==> src/rtl/buzzer_arbiter.sv <==
// buzzer_arbiter: shares one tone generator among the auto-play sequencer,
// the free-play keyboard and a one-shot alert beep. Priority is
// beep > keyboard > auto. Every change of owner passes through a silent gap,
// and auto-play is told to pause its note timing while it is pre-empted.
module buzzer_arbiter #(
    parameter int unsigned NOTE_W      = 5,
    parameter int unsigned GAP_CYCLES  = 100000,
    parameter int unsigned BEEP_CYCLES = 20000000
) (
    input  logic              clk,
    input  logic              rst,
    input  logic              auto_req,
    input  logic [NOTE_W-1:0] auto_note,
    input  logic              key_req,
    input  logic [NOTE_W-1:0] key_note,
    input  logic              beep_pulse,
    input  logic [NOTE_W-1:0] beep_note,
    output logic [NOTE_W-1:0] note_out,
    output logic              note_valid,
    output logic [1:0]        owner,
    output logic              auto_pause,
    output logic              beep_busy
);

    typedef enum logic [2:0] {IDLE, GAP, S_AUTO, S_KEY, S_BEEP} state_t;

    // Owner codes double as priority ranks: a larger code wins.
    localparam logic [1:0] OWN_NONE = 2'd0;
    localparam logic [1:0] OWN_AUTO = 2'd1;
    localparam logic [1:0] OWN_KEY  = 2'd2;
    localparam logic [1:0] OWN_BEEP = 2'd3;

    // Terminal counts: the gap and the beep each last exactly N cycles.
    localparam logic [31:0] GAP_LAST  = 32'(GAP_CYCLES - 1);
    localparam logic [31:0] BEEP_LAST = 32'(BEEP_CYCLES - 1);

    state_t            state;
    state_t            next_state;
    logic [1:0]        gap_target;
    logic [1:0]        next_target;
    logic [31:0]       gap_cnt;
    logic [31:0]       beep_cnt;
    logic              beep_pending;
    logic [NOTE_W-1:0] beep_note_q;

    logic              beep_capture;
    logic              beep_req;
    logic [1:0]        winner;
    logic              target_live;
    logic [1:0]        gap_pick;
    logic [NOTE_W-1:0] beep_note_eff;

    function automatic state_t serve_state(input logic [1:0] code);
        case (code)
            OWN_AUTO: serve_state = S_AUTO;
            OWN_KEY:  serve_state = S_KEY;
            OWN_BEEP: serve_state = S_BEEP;
            default:  serve_state = IDLE;
        endcase
    endfunction

    // A new beep is accepted only while no beep is pending or sounding; a
    // pulse counts as a request in the very cycle it arrives.
    assign beep_capture  = beep_pulse && !beep_busy;
    assign beep_req      = beep_pending || beep_capture;
    assign beep_note_eff = beep_capture ? beep_note : beep_note_q;

    // Highest-priority live requester, and whether the gap target still wants the buzzer.
    always_comb begin
        // NOTE: every output of a combinational block gets a default first,
        // otherwise any path that skips an assignment infers a latch.
        winner      = OWN_NONE;
        target_live = 1'b0;
        if (beep_req)      winner = OWN_BEEP;
        else if (key_req)  winner = OWN_KEY;
        else if (auto_req) winner = OWN_AUTO;
        case (gap_target)
            OWN_AUTO: target_live = auto_req;
            OWN_KEY:  target_live = key_req;
            OWN_BEEP: target_live = beep_req;
            default:  target_live = 1'b0;
        endcase
        // Keep the target unless it dropped out or something higher arrived.
        gap_pick = (target_live && gap_target >= winner) ? gap_target : winner;
    end

    // Next-state and gap-target selection.
    always_comb begin
        next_state  = state;
        next_target = gap_target;
        case (state)
            IDLE: begin
                next_state = serve_state(winner);
            end
            S_AUTO: begin
                // A dropping auto request wins over a simultaneous arrival.
                if (!auto_req) begin
                    next_state = IDLE;
                end else if (beep_req) begin
                    next_state  = GAP;
                    next_target = OWN_BEEP;
                end else if (key_req) begin
                    next_state  = GAP;
                    next_target = OWN_KEY;
                end
            end
            S_KEY: begin
                if (beep_req) begin
                    next_state  = GAP;
                    next_target = OWN_BEEP;
                end else if (!key_req) begin
                    if (auto_req) begin
                        next_state  = GAP;
                        next_target = OWN_AUTO;
                    end else begin
                        next_state = IDLE;
                    end
                end
            end
            S_BEEP: begin
                if (beep_cnt == BEEP_LAST) begin
                    if (key_req) begin
                        next_state  = GAP;
                        next_target = OWN_KEY;
                    end else if (auto_req) begin
                        next_state  = GAP;
                        next_target = OWN_AUTO;
                    end else begin
                        next_state = IDLE;
                    end
                end
            end
            GAP: begin
                if (gap_cnt == GAP_LAST) begin
                    next_state = serve_state(gap_pick);
                end
            end
            default: begin
                next_state = IDLE;
            end
        endcase
    end

    // State, counters, beep latch and all registered outputs.
    always_ff @(posedge clk or posedge rst) begin
        // NOTE: sequential state uses non-blocking assignments so every
        // register samples the values from before this edge.
        if (rst) begin
            state        <= IDLE;
            gap_target   <= OWN_NONE;
            gap_cnt      <= '0;
            beep_cnt     <= '0;
            beep_pending <= 1'b0;
            beep_note_q  <= '0;
            note_out     <= '0;
            note_valid   <= 1'b0;
            owner        <= OWN_NONE;
            auto_pause   <= 1'b0;
            beep_busy    <= 1'b0;
        end else begin
            state      <= next_state;
            gap_target <= next_target;

            // Both counters restart on entry and hold at their terminal count.
            if (next_state == GAP && state != GAP) begin
                gap_cnt <= '0;
            end else if (state == GAP && gap_cnt != GAP_LAST) begin
                gap_cnt <= gap_cnt + 32'd1;
            end

            if (next_state == S_BEEP && state != S_BEEP) begin
                beep_cnt <= '0;
            end else if (state == S_BEEP && beep_cnt != BEEP_LAST) begin
                beep_cnt <= beep_cnt + 32'd1;
            end

            // The pending flag is consumed when the beep starts sounding.
            beep_pending <= beep_req && (next_state != S_BEEP);
            if (beep_capture) begin
                beep_note_q <= beep_note;
            end
            beep_busy  <= beep_req || (next_state == S_BEEP);
            auto_pause <= auto_req && (next_state != S_AUTO);

            note_out   <= '0;
            note_valid <= 1'b0;
            owner      <= OWN_NONE;
            case (next_state)
                S_AUTO: begin
                    note_out   <= auto_note;
                    note_valid <= 1'b1;
                    owner      <= OWN_AUTO;
                end
                S_KEY: begin
                    note_out   <= key_note;
                    note_valid <= 1'b1;
                    owner      <= OWN_KEY;
                end
                S_BEEP: begin
                    note_out   <= beep_note_eff;
                    note_valid <= 1'b1;
                    owner      <= OWN_BEEP;
                end
                default: begin
                end
            endcase
        end
    end

endmodule
==> config.mk <==
export PLATFORM = sky130hd
export DESIGN_NAME = buzzer_arbiter
export DESIGN_NICKNAME = d
export VERILOG_FILES = /design/src/rtl/buzzer_arbiter.sv
export SDC_FILE = /design/constraint.sdc
export NUM_CORES = 1
export LEC_CHECK = 0
export BUFFER_PORTS_ARGS = -buffer_cell sky130_fd_sc_hd__buf_2
export CAP_MARGIN = 20
export CELL_PAD_IN_SITES_DETAIL_PLACEMENT = 2
export CELL_PAD_IN_SITES_GLOBAL_PLACEMENT = 2
export CORE_MARGIN = 5
export CORE_UTILIZATION = 42
export CTS_CLUSTER_DIAMETER = 200
export DETAILED_ROUTE_END_ITERATION = 10
export PLACE_DENSITY_LB_ADDON = 0.1
export SETUP_SLACK_MARGIN = 0.1
export SYNTH_ARGS = -nofsm -noshare
export SYNTH_HDL_FRONTEND = slang
export SYNTH_SLANG_ARGS = --single-unit
==> constraint.sdc <==
create_clock -name clk -period 6.4 [get_ports clk]
set_clock_uncertainty 0.05 [all_clocks]
set_input_delay 0.64 -clock clk [delete_from_list [all_inputs] [get_ports clk]]
set_output_delay 0.64 -clock clk [all_outputs]
set_load 0.005 [all_outputs]
==> reports/qor.yml, run 1 <==
synthesis:
  yosysUniqueCellTypes: 52
  ys.flop_type: "dfrtp_1"
  synth_cells: 488
  yosysSeqAreaShare: 0.462
  synth_edf_count: 0
  post_synth.cell_area_avg_sq_um: 9.43
  synth_nets: 516
  ys_async_sr_fraction: 1.00
  netlist_area_sq_um: 4600
  ys_ff_latch: 85
  yosys_warnings: 0
layout:
  fin_cells: 661
  layout_common_cells: "dfrtp_1, nor2_1, xnor2_1"
  drive_above_1_share: 0.134
  layout_commonest_cell: "dfrtp_1"
  nNetsFinal: 544
  syn_to_final_growth_pct: 11.2
  antenna_cells: 0
placement:
  io_buffers: 29
  gp_congestion: 0.786
  place_inst: 645
  place_hpwl_um: 8610
cts:
  insertion_delay_ns: 0.39
  clock_path_buffers: 2
  clkSlewWorstSetupHoldPaths_ns: 0.09
  numCtsBuffers: 9
  postCtsSetupBuffers: 0
  htreeDepth: 3
  tritoncts: "yes"
  post_cts_resized: 0
  postCtsHoldBufs: 0
  cts.root.buffer_cell: "clkbuf_8"
  clock-sinks: 85
setup_path:
  cp_cell_sequence: "buf_2 -> nor2b_1 -> buf_4 -> nor2_1 -> o21ai_0 -> ha_1 -> nand2b_1 -> a21oi_1 -> o21ai_0 -> a22oi_1 -> o22ai_1 -> ha_1 -> o31ai_1 -> nand4_1 -> nor4_2 -> buf_4 -> nor2_1"
  endpoint_kind: "flop"
  regToRegEndpoint: "beep_cnt[16]$_DFFE_PP0P_"
  crit_required_ns: 6.61
  start_kind: "input pin"
  r2r_slack_ns: 1.98
  cp_slowest_cell: "nand4_1"
  critPathMaxFanout: 31
  rr_startpoint: "beep_busy$_DFF_PP0_"
  arrival_ns: 4.70
  rr_worst_depth: 16
  crit_type: "in2reg"
  max_stage_delay_ns: 0.60
power:
  max-vdd-ir-drop_uv: 218
  p_per_area_nw_per_um2: 411
  p_int_w: 0.00125
  seqPwrFrac: 0.456
  power.leakage_nw: 2.09
  comb_power_share: 0.347
  pwr-share-clk: 0.197
  power.switching_w: 0.000853
  netSwitchingFraction: 0.406
sta:
  maxSlewHeadroom: 0.399
  max_freq_ghz: 0.223
  rsz0062_at_grt: "false"
  fin_tns_setup_ns: 0
  setup_viol: 0
  hold_violations: 0
  period_share: 0.702
  drv_slew: 0
  tightest_slew_ns: 0.893
  fin_crit_ns: 4.49
drt:
  via_count: 3735
  drc: 0
  wl_per_cell_um: 18.8
  firstDrtPassIters: 4
  viasPerCell: 5.65
  ant_nets: 0
  wirelength_um: 12400
  drt_first_iter_violations: 148
floorplan:
  die_h_um: 115
  dieWidth_um: 115
  placementRows: 38
  core_sq_um: 10800
  die-area_sq_um: 13100
  initial_core_util: 0.426
  ios: 30
flow_run:
  maxCapViolCount: 0
grt:
  grt_use_total: 0.207
  grt_overflow: 0
  antenna_found_initial: 0
  grt_pass1_vias: 4276
  grt_pass1_wl_um: 21400
  grt_max_degree: 47
outcome:
  status: "finished clean"
worst_hold_path:
  hold_path.class: "in2async"
## kinds of logic (layout without fill, tap and decap cells)
| kind of cell | Yosys count | in the layout | synth area share |
|---|---|---|---|
| flip-flops | 85 | 85 | 0.462 |
| AO/OA/AOI/OAI | 44 | 44 | 0.0707 |
| multiplexers | 12 | 12 | 0.0275 |
| XOR/XNOR | 60 | 60 | 0.114 |
| buffers and inverters | 38 | 71 | 0.0354 |
| adder cells (fa/ha/maj) | 8 | 8 | 0.0218 |
| AND/OR/NAND/NOR | 241 | 241 | 0.268 |
## power by group through the flow
stage / logic [W] / registers, W / clock network [W]
3_5_place_dp: 0.000724 / 0.000966 / 0
2_1_floorplan: 0.000551 / 0.000898 / 0
6_report: 0.000729 / 0.000960 / 0.000414
4_1_cts: 0.000739 / 0.000962 / 0.000431
3_3_place_gp: 0.000675 / 0.000951 / 0
5_1_grt: 0.000822 / 0.000997 / 0.000454
## worst max-delay path: cells and delay by family
| family | cells | cell delay [ns] |
|---|---|---|
| fa+ha+maj | 2 | 0.56 |
| simple gates | 6 | 1.73 |
| buf+inv | 3 | 0.65 |
| compound gates | 6 | 1.12 |
## cells in the mapped netlist, drive strengths merged (3+ instances only)
cell     count  area, sq um
nand2       24         90.1
inv         18         67.6
and2         3         18.8
and4         6         52.6
o21ai       11         55.1
xor2        20          175
or3          3         18.8
nand4       21          131
ha           8          100
mux2i        7         70.1
o31ai        3         22.5
nor2b        3         18.8
and3        10         62.6
o2bb2ai      5         43.8
nor4        14         87.6
xnor2       40          350
a21oi        8         40.0
clkbuf       9         33.8
buf         10         57.6
nor3        27          140
dfrtp       85         2130
mux2         5         56.3
nand2b       5         31.3
nand3       28          140
nor4b        6         52.6
nor2        83          319
## cell type report
| cell class | instances | area, sq um |
|---|---|---|
| clock buffers | 13 | 169 |
| clock inverters | 3 | 42.5 |
| fillers | 1164 | 5680 |
| inverters | 19 | 72.6 |
| multi-input cells | 365 | 2330 |
| flip-flops and latches | 85 | 2130 |
| well taps | 140 | 175 |
| repair buffers | 36 | 198 |
## sequential cells by signal (all words and copies together), names as in the netlist
register      cells
beep_note_q       5
note_out          5
gap_target        2
auto_pause        1
beep_pending      1
state             3
gap_cnt          32
beep_busy         1
owner             2
note_valid        1
beep_cnt         32
## worst max path at each step
stage,end,slack (ns),depth (start not counted),from
finish,beep_cnt[16]$_DFFE_PP0P_,1.91,17,beep_pulse
floorplan,beep_cnt[16]$_DFFE_PP0P_,2.66,16,beep_pulse
global route,beep_cnt[19]$_DFFE_PP0P_,1.55,17,beep_pulse
detailed placement,beep_cnt[16]$_DFFE_PP0P_,1.51,17,beep_pulse
CTS,beep_cnt[30]$_DFFE_PP0P_,1.91,17,beep_pulse
global placement,beep_cnt[22]$_DFFE_PP0P_,1.80,17,beep_pulse
## routing by layer
layer / routed length (um) / up-vias / part of all wire / global-route usage
met5: 0 / - / 0 / 0
met1: 5810 / 1923 / 0.47 / 0.258
met4: 190 / 0 / 0.015 / 0.0649
met2: 6100 / 35 / 0.49 / 0.355
li1: - / 1761 / - / -
met3: 299 / 16 / 0.024 / 0.0470
## through the flow
stage | util | hold WS, ns | setup WS, ns | cell area, sq um | power [W]
3_5_place_dp | 0.454 | 0.446 | 1.51 | 4900 | 0.00169
3_3_place_gp | 0.454 | 0.434 | 1.80 | 4900 | 0.00163
2_1_floorplan | - | 0.423 | 2.66 | 4600 | 0.00145
6_report | 0.474 | 0.288 | 1.91 | 5110 | 0.00210
5_1_grt | 0.474 | 0.332 | 1.55 | 5110 | 0.00227
4_1_cts | 0.474 | 0.306 | 1.91 | 5110 | 0.00213
Note: power is estimated with default switching activity, not from simulation.
==> inputs of run 2 (changes only) <==
CORE_UTILIZATION = 39   (was 42)
clock period = 4.4 ns   (was 6.4 ns; I/O delays follow)
==> reports/qor.yml, run 2 (synthesis gave the netlist of run 1 again) <==
outcome:
  status: "finished clean"
setup_path:
  endpoint_kind: "flop"
  rr_startpoint: "beep_pending$_DFF_PP0_"
  r2r_slack_ns: 0.35
  regToRegEndpoint: "beep_cnt[0]$_DFFE_PP0P_"
  rr_worst_depth: 14
  start_kind: "flop"
  critPathMaxFanout: 10
  crit_required_ns: 4.54
  arrival_ns: 4.20
  crit_type: "reg2reg"
cts:
  postCtsHoldBufs: 0
  htreeDepth: 3
  clock_path_buffers: 2
  numCtsBuffers: 9
  clock-sinks: 85
  cts.root.buffer_cell: "clkbuf_16"
  clkSlewWorstSetupHoldPaths_ns: 0.06
  postCtsSetupBuffers: 0
  insertion_delay_ns: 0.34
  post_cts_resized: 0
  tritoncts: "yes"
grt:
  grt_pass1_vias: 4284
  grt_pass1_wl_um: 21600
  antenna_found_initial: 0
  grt_use_total: 0.186
  grt_max_degree: 49
  grt_overflow: 0
layout:
  layout_commonest_cell: "dfrtp_1"
  reg_top3: "beep_cnt (32), gap_cnt (32)"
  nNetsFinal: 545
  regArea_sq_um: 2130
  syn_to_final_growth_pct: 13.7
  fin_cells: 664
  antenna_cells: 0
  fillers: 1243
  multiInputGateArea_sq_um: 2330
  layout_common_cells: "dfrtp_1, nor2_1, xnor2_1"
  drive_above_1_share: 0.134
drt:
  viasPerCell: 5.63
  firstDrtPassIters: 4
  via_count: 3740
  wirelength_um: 12600
  wl_per_cell_um: 19.0
  drt_first_iter_violations: 137
  ant_nets: 0
  drc: 0
sta:
  setup_viol: 0
  whs_ns: 0.131
  setup_slack_ns: 0.347
  fin_crit_ns: 4.05
  drv_slew: 0
  rsz0062_at_grt: "true"
  tightest_slew_ns: 0.969
  hold_violations: 0
  fin_tns_setup_ns: 0
  max_freq_ghz: 0.247
  maxSlewHeadroom: 0.348
  period_share: 0.921
power:
  power.leakage_nw: 2.14
  p_total_w: 0.00325
  p_per_area_nw_per_um2: 622
  max-vdd-ir-drop_uv: 269
floorplan:
  placementRows: 39
  core_sq_um: 11500
  initial_core_util: 0.401
  die-area_sq_um: 14100
  die_h_um: 119
  dieWidth_um: 119
  ios: 30
placement:
  gp_congestion: 0.836
  place_hpwl_um: 8530
  io_buffers: 29
  place_inst: 649
  dp_slack_ns: 0.233
flow_run:
  maxCapViolCount: 0
worst_hold_path:
  hold_path.class: "in2async"
-- run 2: changes by cell type in the layout (fill, tap and decap cells not counted), sizes merged --
cell    delta
clkbuf     -2
buf        +1
bufinv     +1
-- run 2: metal layers --
| layer | track usage | wire length, um |
|---|---|---|
| met1 | 0.234 | 5860 |
| met2 | 0.322 | 6270 |
| met3 | 0.0301 | 261 |
| met4 | 0.0695 | 214 |
| met5 | 0 | 0 |
-- run 2: metrics by stage --
| step | utilization | cell area (sq um) |
|---|---|---|
| after CTS | 0.456 | 5230 |
| after detailed placement | 0.429 | 4910 |
| final | 0.456 | 5230 |
| after global routing | 0.456 | 5230 |
| after floorplan | - | 4600 |
| after global placement | 0.429 | 4910 |
-- run 2: cell type report --
| cell class | instances | area share |
|---|---|---|
| Timing Repair Buffer | 37 | 0.0392 |
| Multi-Input combinational cell | 365 | 0.446 |
| Sequential cell | 85 | 0.407 |
| Clock inverter | 4 | 0.0139 |
| Tap cell | 143 | 0.0342 |
| Inverter | 19 | 0.0139 |
| Clock buffer | 11 | 0.0464 |
-- run 2: how the worst max path moves through the flow --
stage	from	end	slack [ns]	depth (start not counted)
floorplan	beep_pulse	beep_cnt[16]$_DFFE_PP0P_	0.86	16
global placement	beep_pulse	gap_cnt[8]$_DFFE_PP0P_	0.56	16
detailed placement	beep_pulse	beep_cnt[0]$_DFFE_PP0P_	0.23	16
CTS	beep_pending$_DFF_PP0_	beep_cnt[0]$_DFFE_PP0P_	0.38	14
global route	beep_pending$_DFF_PP0_	beep_cnt[0]$_DFFE_PP0P_	0.09	14
finish	beep_pending$_DFF_PP0_	beep_cnt[0]$_DFFE_PP0P_	0.35	14
-- run 2: where the power goes --
part / leakage (nW) / internal [W] / switching [W]
clock network: 0.152 / 0.000509 / 0.000306
logic: 1.01 / 0.000449 / 0.000600
registers: 0.983 / 0.00106 / 0.000326
total: 2.14 / 0.00202 / 0.00123
-- run 2: critical path: stages, from the launching register on --
cell	delay, ns
dfrtp_1	0.45
nor2_1	0.40
o21ai_0	0.29
ha_1	0.34
nand2b_1	0.16
a21oi_1	0.19
o21ai_0	0.11
a22oi_1	0.20
o22ai_1	0.15
ha_1	0.23
o31ai_1	0.24
nand4_1	0.22
buf_4	0.25
nor3_2	0.48
mux2i_1	0.16
